===== src/rtl/mem_stage_ctrl.sv =====
// mem_stage_ctrl: MEM-stage controller between the EX/MEM and MEM/WB pipeline
// registers.
//   Non-memory instructions go straight to the MEM/WB fields with one cycle of
//   latency. A load or store is captured into local latches, and the block
//   then runs a req/ready handshake with the data memory. While that access is
//   outstanding, stall freezes the upstream stages.
//
// Optional feature: define MEM_TIMEOUT_EN to add an 8-bit wait counter.
//   An access that waits TIMEOUT cycles without mem_ready is abandoned.
//   The abandoned access sets the sticky mem_err flag.
//
// Ports
//   clk, reset          rising-edge clock, synchronous active-high reset
//   EXMEM_*             EX/MEM register outputs (result, store data, opcode,
//                       dest reg, address, valid, flags)
//   mem_req/we/addr/wdata  data-memory request (valid only while in ACCESS)
//   mem_ready/rdata     data-memory completion and load data
//   stall               combinational freeze of PC/IFID/IDEX/EXMEM
//   MEMWB_*             registered MEM/WB fields plus register-file write enable
//   mem_err             sticky timeout flag (always 0 without MEM_TIMEOUT_EN)
module mem_stage_ctrl #(
    parameter logic [3:0] LD_OPCODE = 4'hC,
    parameter logic [3:0] ST_OPCODE = 4'hD,
    parameter int         TIMEOUT   = 16
) (
    input  logic       clk,
    input  logic       reset,
    input  logic [7:0] EXMEM_result,
    input  logic [7:0] EXMEM_operand_b,
    input  logic [3:0] EXMEM_opcode,
    input  logic [1:0] EXMEM_ra,
    input  logic [7:0] EXMEM_address,
    input  logic       EXMEM_valid,
    input  logic [3:0] EXMEM_flags,
    input  logic       mem_ready,
    input  logic [7:0] mem_rdata,
    output logic       mem_req,
    output logic       mem_we,
    output logic [7:0] mem_addr,
    output logic [7:0] mem_wdata,
    output logic       stall,
    output logic [7:0] MEMWB_result,
    output logic [3:0] MEMWB_opcode,
    output logic [1:0] MEMWB_ra,
    output logic [3:0] MEMWB_flags,
    output logic       MEMWB_valid,
    output logic       MEMWB_wb_en,
    output logic       mem_err
);

    // The wait counter is 8 bits wide, so TIMEOUT must stay in 1..256.
    if (TIMEOUT < 1 || TIMEOUT > 256) begin : g_bad_timeout
        $error("mem_stage_ctrl: TIMEOUT out of range");
    end

    typedef enum logic {IDLE, ACCESS} state_t;

    state_t     state_q, state_d;
    logic [7:0] addr_q, addr_d;
    logic [7:0] wdata_q, wdata_d;
    logic [3:0] op_q, op_d;
    logic [1:0] ra_q, ra_d;
    logic [3:0] flags_q, flags_d;
    logic       we_q, we_d;
    logic [7:0] wb_result_q, wb_result_d;
    logic [3:0] wb_opcode_q, wb_opcode_d;
    logic [1:0] wb_ra_q, wb_ra_d;
    logic [3:0] wb_flags_q, wb_flags_d;
    logic       wb_valid_q, wb_valid_d;
    logic       wb_en_q, wb_en_d;
    logic       memop, timeout;

`ifdef MEM_TIMEOUT_EN
    localparam logic [7:0] CNT_LAST = 8'(TIMEOUT - 1);
    logic [7:0] cnt_q, cnt_d;
    logic       err_q, err_d;
`endif

    assign memop = EXMEM_valid &&
                   (EXMEM_opcode == LD_OPCODE || EXMEM_opcode == ST_OPCODE);

    always_comb begin
        state_d     = state_q;
        addr_d      = addr_q;
        wdata_d     = wdata_q;
        op_d        = op_q;
        ra_d        = ra_q;
        flags_d     = flags_q;
        we_d        = we_q;
        wb_result_d = wb_result_q;
        wb_opcode_d = wb_opcode_q;
        wb_ra_d     = wb_ra_q;
        wb_flags_d  = wb_flags_q;
        wb_valid_d  = wb_valid_q;
        wb_en_d     = wb_en_q;
        timeout     = 1'b0;
`ifdef MEM_TIMEOUT_EN
        cnt_d       = cnt_q;
        err_d       = err_q;
`endif
        case (state_q)
            IDLE: begin
                if (memop) begin
                    addr_d     = EXMEM_address;
                    wdata_d    = EXMEM_operand_b;
                    op_d       = EXMEM_opcode;
                    ra_d       = EXMEM_ra;
                    flags_d    = EXMEM_flags;
                    we_d       = (EXMEM_opcode == ST_OPCODE);
                    wb_valid_d = 1'b0;
                    wb_en_d    = 1'b0;
                    state_d    = ACCESS;
`ifdef MEM_TIMEOUT_EN
                    cnt_d      = 8'd0;
`endif
                end else begin
                    // Pass-through; an invalid input becomes a bubble.
                    wb_result_d = EXMEM_result;
                    wb_opcode_d = EXMEM_opcode;
                    wb_ra_d     = EXMEM_ra;
                    wb_flags_d  = EXMEM_flags;
                    wb_valid_d  = EXMEM_valid;
                    wb_en_d     = EXMEM_valid;
                end
            end
            ACCESS: begin
                if (mem_ready) begin
                    wb_result_d = we_q ? wdata_q : mem_rdata;
                    wb_opcode_d = op_q;
                    wb_ra_d     = ra_q;
                    wb_flags_d  = flags_q;
                    wb_valid_d  = 1'b1;
                    wb_en_d     = !we_q;
                    state_d     = IDLE;
                end else begin
                    wb_valid_d  = 1'b0;
                    wb_en_d     = 1'b0;
`ifdef MEM_TIMEOUT_EN
                    if (cnt_q == CNT_LAST) begin
                        // Give up: retire the access with a zero result and
                        // no register write, so the pipeline can proceed.
                        timeout     = 1'b1;
                        wb_result_d = 8'h00;
                        wb_opcode_d = op_q;
                        wb_ra_d     = ra_q;
                        wb_flags_d  = flags_q;
                        wb_valid_d  = 1'b1;
                        err_d       = 1'b1;
                        state_d     = IDLE;
                    end else begin
                        cnt_d = cnt_q + 8'd1;
                    end
`endif
                end
            end
            default: state_d = IDLE;
        endcase
    end

    always_ff @(posedge clk) begin
        if (reset) begin
            state_q     <= IDLE;
            addr_q      <= '0;
            wdata_q     <= '0;
            op_q        <= '0;
            ra_q        <= '0;
            flags_q     <= '0;
            we_q        <= 1'b0;
            wb_result_q <= '0;
            wb_opcode_q <= '0;
            wb_ra_q     <= '0;
            wb_flags_q  <= '0;
            wb_valid_q  <= 1'b0;
            wb_en_q     <= 1'b0;
`ifdef MEM_TIMEOUT_EN
            cnt_q       <= '0;
            err_q       <= 1'b0;
`endif
        end else begin
            state_q     <= state_d;
            addr_q      <= addr_d;
            wdata_q     <= wdata_d;
            op_q        <= op_d;
            ra_q        <= ra_d;
            flags_q     <= flags_d;
            we_q        <= we_d;
            wb_result_q <= wb_result_d;
            wb_opcode_q <= wb_opcode_d;
            wb_ra_q     <= wb_ra_d;
            wb_flags_q  <= wb_flags_d;
            wb_valid_q  <= wb_valid_d;
            wb_en_q     <= wb_en_d;
`ifdef MEM_TIMEOUT_EN
            cnt_q       <= cnt_d;
            err_q       <= err_d;
`endif
        end
    end

    // The request is a pure decode of the state, so a reset that lands during
    // ACCESS removes it at that very edge.
    assign mem_req   = (state_q == ACCESS);
    assign mem_we    = mem_req && we_q;
    assign mem_addr  = mem_req ? addr_q  : 8'h00;
    assign mem_wdata = mem_req ? wdata_q : 8'h00;
    assign stall     = (state_q == IDLE && memop) ||
                       (state_q == ACCESS && !mem_ready && !timeout);

    assign MEMWB_result = wb_result_q;
    assign MEMWB_opcode = wb_opcode_q;
    assign MEMWB_ra     = wb_ra_q;
    assign MEMWB_flags  = wb_flags_q;
    assign MEMWB_valid  = wb_valid_q;
    assign MEMWB_wb_en  = wb_en_q;

`ifdef MEM_TIMEOUT_EN
    assign mem_err = err_q;
`else
    assign mem_err = 1'b0;
`endif

endmodule


===== config.mk =====
export PLATFORM = sky130hd
export DESIGN_NAME = mem_stage_ctrl
export DESIGN_NICKNAME = d
export VERILOG_FILES = /design/src/rtl/mem_stage_ctrl.sv
export SDC_FILE = /design/constraint.sdc
export NUM_CORES = 1
export LEC_CHECK = 0
export ABC_AREA = 1
export BUFFER_PORTS_ARGS = -buffer_cell sky130_fd_sc_hd__buf_2
export CORE_ASPECT_RATIO = 1.25
export CORE_MARGIN = 8
export CORE_UTILIZATION = 36
export CTS_BUF_LIST = sky130_fd_sc_hd__clkbuf_4
export CTS_CLUSTER_SIZE = 24
export DETAILED_ROUTE_END_ITERATION = 6
export MAX_ROUTING_LAYER = met4
export PLACE_DENSITY = 0.73
export SETUP_SLACK_MARGIN = 0.5
export SLEW_MARGIN = 0
export SYNTH_ARGS = -nofsm -noshare
export SYNTH_HDL_FRONTEND = slang
export SYNTH_SLANG_ARGS = --single-unit

===== constraint.sdc =====
create_clock -name clk -period 2.2 [get_ports clk]
set_clock_uncertainty 0.2 [all_clocks]
set_input_delay 0.44 -clock clk [delete_from_list [all_inputs] [get_ports clk]]
set_output_delay 0.44 -clock clk [all_outputs]
set_load 0.01 [all_outputs]

Word level (Yosys, flattened, before mapping)
Cells that the tools add are included.
- multiplexer cells: 23
- bitwise logic cells: 1
- equal/unequal tests: 4
- reductions and logical operators: 10
- operator list (operator ; count):
    8-bit 2-to-1 mux ; 5
    4-bit 2-to-1 mux ; 4
    4-bit case mux with 2 select lines ; 2
    8-bit case mux with 2 select lines ; 1
    4-bit == test, second input constant ; 2
    1-bit case mux with 2 select lines ; 3
    1-bit 2-to-1 mux ; 5
    1-bit logical AND ; 4
    2-bit 2-to-1 mux ; 2
    2-bit != test, second input constant ; 2
    2-bit case mux with 2 select lines ; 1
    2-bit AND reduction ; 2
    1-bit zero test ; 2
    1-bit logical OR ; 2
    1-bit inverter ; 1
- word-level logic and storage cells: 51
- bits of input ports: 46
- output and inout bits: 40
- flip-flop bits (word level): 48

Logic depth before layout (Yosys ltp)
Gate-level depths: netlist of run 1.
- depth in word-level cells: 5
- gate-level depth with buffers: 9
- mapped depth without buffers: 7

Worst setup path before layout of run 1
Ideal clock, no wire load.
- kind: register to output
- from: register state_q, in the netlist mem_req
- to: output port mem_addr[4]
- buffers on the path: 3
- data arrival time: 1153 ps
- cell stages (with the launch flop): 6
- data required time: 1560 ps
- setup slack: 407 ps
- cell sequence: dfxtp_1 buf_2 buf_2 buf_2 nand2_1 inv_1
- longest elaborated chain between the ends: 1
- RTL lines (what ; line ; source):
    from (decl) ; 58 ; state_t state_q, state_d;
    from (signal assigned) ; 180 ; state_q <= state_d;
    8-bit 2-to-1 mux ; 204 ; assign mem_addr = mem_req ? addr_q : 8'h00;
    to (decl) ; 39 ; output logic [7:0] mem_addr,
No other way between the ends.

Worst setup path in the final report of run 1
- from: register state_q, in the netlist mem_req
- to: output port stall
- longest elaborated chain between the ends: 3
- elaborated cells on any way between the ends: 4
- classes of those cells: bitwise (1); reduce/logical (3)
- RTL lines (what ; line ; source):
    1-bit inverter (no source line) ; - ;
    1-bit logical AND ; 206 ; assign stall = (state_q == IDLE && memop) ||
    1-bit logical OR (*) ; 206 ;
    to (decl) ; 41 ; output logic stall,
Every way passes the cells marked *; elsewhere a longest branch is shown, timed or not.

==> results_dict.tcl, run 1 <==
set metrics [dict create \
    clock_path_buffers 2 \
    ant_nets 0 \
    rr_endpoint "wdata_q[2]$_SDFFE_PP0P_" \
    min_period_ns 1.89 \
    critPathMaxFanout 5 \
    cp_data_required_time_ns 1.56 \
    hold_viol 0 \
    num_rows 32 \
    powerDensity_mw_per_mm2 540 \
    antenna_found_initial 1 \
    io_buffers 84 \
    area_growth_pct 25.7 \
    ios 86 \
    yosys.area.top_type_share 0.418 \
    timing.final.max_slew_violations 0 \
    seq_area_frac_synth 0.418 \
    fin_setup_tns_ns 0 \
    ys_seq_elements 48 \
    p_sw_frac 0.272 \
    core_area_sq_mm 0.00617 \
    syn_nets 414 \
    fmax_mhz 528 \
    synth.area.top_cells "dfxtp_1, nand2_1, nor2_1" \
    cp-endpoint "stall" \
    avgSynthCellArea_sq_um 6.24 \
    via_per_inst 4.46 \
    cts_sinks 48 \
    startpoint "mem_req$_SDFF_PP0_" \
    maxCapViolations 0 \
    clk_latency_ns 0.35 \
    period_share 0.861 \
    die_area_sq_mm 0.00921 \
    grt_first_pass_wirelength_um 10100 \
    syn_inst 368 \
    sequentialPowerShare 0.600 \
    start_kind "flop" \
    firstDrtPassIters 4 \
    wirelength_um 6170 \
    drive_above_1_share 0.238 \
    yosysTopAreaCell "dfxtp_1" \
    clk_pin_slew_ns 0.13 \
    status "complete, no violations" \
    overflow 0 \
    wl_per_cell_um 11.6 \
    drc_errors 0 \
    nNetsFinal 491 \
    max_stage_delay_ns 0.45 \
    synth.distinct_cells 17 \
    final_common_cell "nand2_1" \
    cp_slowest_cell "dfxtp_4" \
    hold_path_class "in -> reg" \
    drt_iter0_drc 58 \
    netlist_area_sq_mm 0.00230 \
    critPathArrivalTime_ns 1.25 \
    internal_power_mw 1.14 \
    path_cells "inv_8, or2_4, nand2_4, buf_6" \
    gp_congestion 0.837 \
    layout_common_cells "nand2_1, buf_2, nor2_1" \
    clkPwrFrac 0.242 \
    final_util 0.468 \
    synth_warnings 0 \
    power.switching_uw 424 \
    grt_pass1_vias 2193 \
    regToRegSetupSlack_ns 0.74 \
    comb_power_share 0.158 \
    setup-violations-final 0 \
    place_hpwl_um 4630 \
    rsz0062_at_grt "true" \
    die_h_um 105 \
    peakVddDrop_uv 295 \
    initial_core_util 0.373 \
    num-fill-cells 674 \
    root_buffer "clkbuf_4" \
    htree_levels 2 \
    die-width_um 87.5 \
    vias 2368 \
    numCtsBuffers 5 \
    r2r_cells 5 \
    leakage_nw 1.62 \
    crit_type "reg -> out" \
    timing.rr.start "mem_req$_SDFF_PP0_" \
    cp-end-kind "primary output" \
    grt_max_degree 36 \
    grt.total_usage 0.138 \
    cts_tree "yes" \
]
metrics by stage:
step           area (sq um)  hold WS [ns]  instances  total power [mW]  worst slack, ns
6_report               2890         0.134        531              1.56            0.306
5_1_grt                2890         0.102        531              1.66            0.243
4_1_cts                2880         0.111        530              1.59            0.296
3_5_place_dp           2770         0.236        521              1.20            0.451
3_3_place_gp           2770         0.232        521              1.19            0.477
2_1_floorplan          2300         0.225        368              1.10            0.501
power groups by stage:
stage / logic [mW] / registers [mW] / clock network, mW
after floorplan: 0.132 / 0.966 / 0
after global placement: 0.239 / 0.953 / 0
after detailed placement: 0.241 / 0.955 / 0
after CTS: 0.249 / 0.936 / 0.405
after global routing: 0.280 / 0.942 / 0.437
final: 0.246 / 0.936 / 0.377
sequential cells by signal (all words and copies together), names as in the netlist:
name / count
MEMWB_result: 8
addr_q: 8
wdata_q: 8
MEMWB_flags: 4
MEMWB_opcode: 4
flags_q: 4
op_q: 4
MEMWB_ra: 2
ra_q: 2
MEMWB_valid: 1
MEMWB_wb_en: 1
mem_req: 1
we_q: 1
logic make-up after synthesis:
family,share of synthesized area
simple gates,0.368
buf+inv,0.129
flops,0.418
compound gates,0.0828
other cells,0.00163
worst min path at each step:
| stage | from | end | slack (ns) | cells after the start |
|---|---|---|---|---|
| floorplan | op_q[1]$_SDFFE_PP0P_ | op_q[1]$_SDFFE_PP0P_ | 0.22 | 2 |
| global placement | op_q[1]$_SDFFE_PP0P_ | op_q[1]$_SDFFE_PP0P_ | 0.23 | 2 |
| detailed placement | op_q[1]$_SDFFE_PP0P_ | op_q[1]$_SDFFE_PP0P_ | 0.24 | 2 |
| CTS | reset | MEMWB_valid$_SDFF_PP0_ | 0.11 | 2 |
| global route | EXMEM_operand_b[6] | wdata_q[6]$_SDFFE_PP0P_ | 0.10 | 3 |
| finish | EXMEM_address[2] | addr_q[2]$_SDFFE_PP0P_ | 0.13 | 3 |
cell type report:
type                    count  area [sq um]  share of cell area
clock inverters             2          7.51             0.00260
inverters                  48           188              0.0650
flip-flops and latches     48           966               0.335
multi-input cells         249          1050               0.365
repair buffers             93           527               0.182
clock buffers               5          37.5              0.0130
diodes                      1          2.50            0.000867
well taps                  85           106              0.0368
per-layer routing:
metal  GRT usage  share of wire  vias to the layer above
met5           -              0                        -
li1            -              -                     1249
met4      0.0481          0.019                        0
met3      0.0420          0.083                        9
met2       0.226           0.47                       70
met1       0.154           0.43                     1040
cells in the mapped netlist (all sizes together):
cell type,number
buf,15
clkinv,1
clkbuf,8
conb,1
o21ai,23
nand3b,9
nor2,79
or2,1
a21oi,15
inv,47
dfxtp,48
nand3,11
nand2,110
worst max-delay path, delay by kind of cell, from the launching register on:
| family | cells | cell delay, ns |
|---|---|---|
| flip-flops | 1 | 0.45 |
| AND/OR/NAND/NOR | 2 | 0.31 |
| buffers and inverters | 2 | 0.13 |
what timing repair did:
action	CTS	global route
pin swaps	1	0
hold endpoints to repair	0	0
hold buffers	0	0
setup buffers	2	0
resized for setup	14	2
endpoints found under the setup margin	18	25
Power figures use the tool's default switching activity.
==> run 2: changes to the inputs <==
ABC_AREA = not set   (was 1)
PLACE_DENSITY = 0.72   (was 0.73)
==> results_dict.tcl, run 2 <==
set metrics [dict create \
    cp-end-kind "primary output" \
    status "complete, no violations" \
    peakVddDrop_uv 302 \
    grt_first_pass_wirelength_um 11900 \
    synth_warnings 0 \
    top_layer "met4" \
    num_rows 33 \
    critPathMaxFanout 6 \
    overflow 0 \
    clock_path_buffers 2 \
    grt_max_degree 37 \
    vias 2304 \
    cts_tree "yes" \
    critPathArrivalTime_ns 1.22 \
    synth.most_common_cell "dfxtp_1" \
    rr_endpoint "addr_q[3]$_SDFFE_PP0P_" \
    rsz0062_at_grt "true" \
    core_area_sq_mm 0.00644 \
    ys_seq_elements 48 \
    powerDensity_mw_per_mm2 558 \
    startpoint "mem_req$_SDFF_PP0_" \
    ys_async_sr_fraction 0 \
    cp-endpoint "stall" \
    ant_nets 0 \
    critical_path.top_delay_family "flip-flops" \
    fmax_mhz 537 \
    met2_length_um 3960 \
    wirelength_um 7710 \
    synth_commonest_cells "dfxtp_1, nand3_1, a21oi_1" \
    die_area_sq_mm 0.00939 \
    synth.distinct_cells 29 \
    die-width_um 88.3 \
    clk_latency_ns 0.35 \
    max_stage_delay_ns 0.47 \
    initial_core_util 0.365 \
    comb_power_share 0.155 \
    grt.total_usage 0.165 \
    finish.cell_count_without_fillers 443 \
    die_h_um 106 \
    drc_errors 0 \
    period_share 0.846 \
    final_common_cell "buf_2" \
    hold_viol 0 \
    hold_path_class "in -> reg" \
    synth_edf_count 0 \
    timing.final.max_slew_violations 0 \
    cp_data_required_time_ns 1.56 \
    start_kind "flop" \
    wl_per_cell_um 17.4 \
    path_depth 4 \
    min_period_ns 1.86 \
    ios 86 \
    via_per_inst 5.20 \
    setup-violations-final 0 \
    clkPwrFrac 0.305 \
    yosys.area.top_type_share 0.409 \
    antenna_found_initial 0 \
    numCtsBuffers 5 \
    area_growth_pct 31.4 \
    gp_congestion 0.814 \
    io_buffers 84 \
    min_from "EXMEM_address[2]" \
    grt_pass1_vias 2378 \
    synth.area.top_cells "dfxtp_1, mux2i_1, nand3_1" \
    timing.rr.start "mem_req$_SDFF_PP0_" \
    netlist_area_sq_mm 0.00235 \
    nNetsFinal 401 \
    drive_above_1_share 0.362 \
    leakage_nw 1.42 \
    whs_ns 0.115 \
    firstDrtPassIters 4 \
    regToRegSetupSlack_ns 0.58 \
    yosysTopAreaCell "dfxtp_1" \
    layout_common_cells "buf_2, dfxtp_1, nand3_1" \
    avgSynthCellArea_sq_um 8.68 \
    total_power_mw 1.72 \
    synth_ff_type "dfxtp_1" \
    clk_pin_slew_ns 0.15 \
    crit_type "reg -> out" \
    num-fill-cells 647 \
    place_hpwl_um 5040 \
    post-place-cells 422 \
    r2r_cells 6 \
    htree_levels 2 \
    sequentialPowerShare 0.540 \
    maxCapViolations 0 \
    n_antenna_cell 0 \
    dr_wl_met3_um 490 \
    met1_length_um 3230 \
    seq_area_frac_synth 0.409 \
    root_buffer "clkbuf_4" \
    drt_iter0_drc 112 \
    syn_inst 271 \
    internal_power_mw 1.27 \
    cp_slowest_cell "dfxtp_4" \
    syn_nets 317 \
    final_util 0.480 \
    fin_setup_tns_ns 0 \
    path_buf_inv 2 \
    p_sw_frac 0.261 \
    path_cells "nor2b_2, a2bb2oi_2, inv_1, buf_2" \
    power.switching_uw 449 \
    cts_sinks 48 \
]
## run 2: cell types whose count changed in the layout (fill, tap and decap cells not counted), sizes merged, moves of 21 or more
cell   previous run  this run
a21oi            15        36
inv              47         2
mux2i             0        24
nand2           110         2
nand3            11        39
nor2             79         6
## run 2: stage by stage
stage / area [sq um] / setup slack, ns
finish: 3090 / 0.338
global placement: 2780 / 0.412
global route: 3090 / 0.260
detailed placement: 2780 / 0.364
CTS: 3020 / 0.298
floorplan: 2350 / 0.511
## run 2: layout make-up
cell class                 count  area (sq um)  share of cell area
clock buffer                   6          45.0              0.0146
timing repair buffer         105           696               0.225
inverter                       2          15.0             0.00486
sequential                    48           966               0.312
tap                           87           109              0.0352
clock inverter                 2          35.0              0.0113
multi-input combinational    193          1230               0.397
## run 2: timing repair
action | 4_1_cts | 5_1_grt
gates resized for setup | 20 | 10
hold endpoints to repair | 0 | 0
buffers inserted | 7 | 5
endpoints found under the setup margin | 19 | 19
gates cloned | 1 | 0
pin swaps | 6 | 3
hold buffers | 0 | 0
## run 2: worst min-delay path: stages
cell     delay (ns)
buf_2          0.10
nand3_1        0.05
a21oi_1        0.05
## run 2: kinds of logic after synthesis
kind of cell / share of synthesized area
and+or+nand+nor: 0.166
buffers and inverters: 0.0808
DFF: 0.409
other: 0.00159
muxes: 0.102
AOI/OAI and AO/OA: 0.241
## run 2: how the worst min path moves through the flow
| stage | depth (start not counted) | end | slack [ns] |
|---|---|---|---|
| finish | 3 | addr_q[2]$_SDFFE_PP0P_ | 0.12 |
| floorplan | 2 | op_q[1]$_SDFFE_PP0P_ | 0.23 |
| global route | 3 | addr_q[0]$_SDFFE_PP0P_ | 0.1 |
| CTS | 3 | addr_q[2]$_SDFFE_PP0P_ | 0.09 |
| global placement | 2 | op_q[1]$_SDFFE_PP0P_ | 0.24 |
| detailed placement | 2 | op_q[1]$_SDFFE_PP0P_ | 0.25 |
## run 2: routing by layer
layer | track usage | vias to the layer above
met3 | 0.0355 | 4
met1 | 0.203 | 1068
li1 | - | 1142
met5 | - | -
met2 | 0.271 | 90
met4 | 0.0303 | 0
## run 2: power groups by stage
| stage | Clock, mW | Sequential [mW] | Combinational (mW) |
|---|---|---|---|
| final | 0.526 | 0.930 | 0.268 |
| after global routing | 0.586 | 0.936 | 0.291 |
| after CTS | 0.545 | 0.930 | 0.266 |
| after detailed placement | 0 | 0.950 | 0.252 |
| after global placement | 0 | 0.949 | 0.249 |
| after floorplan | 0 | 0.956 | 0.140 |
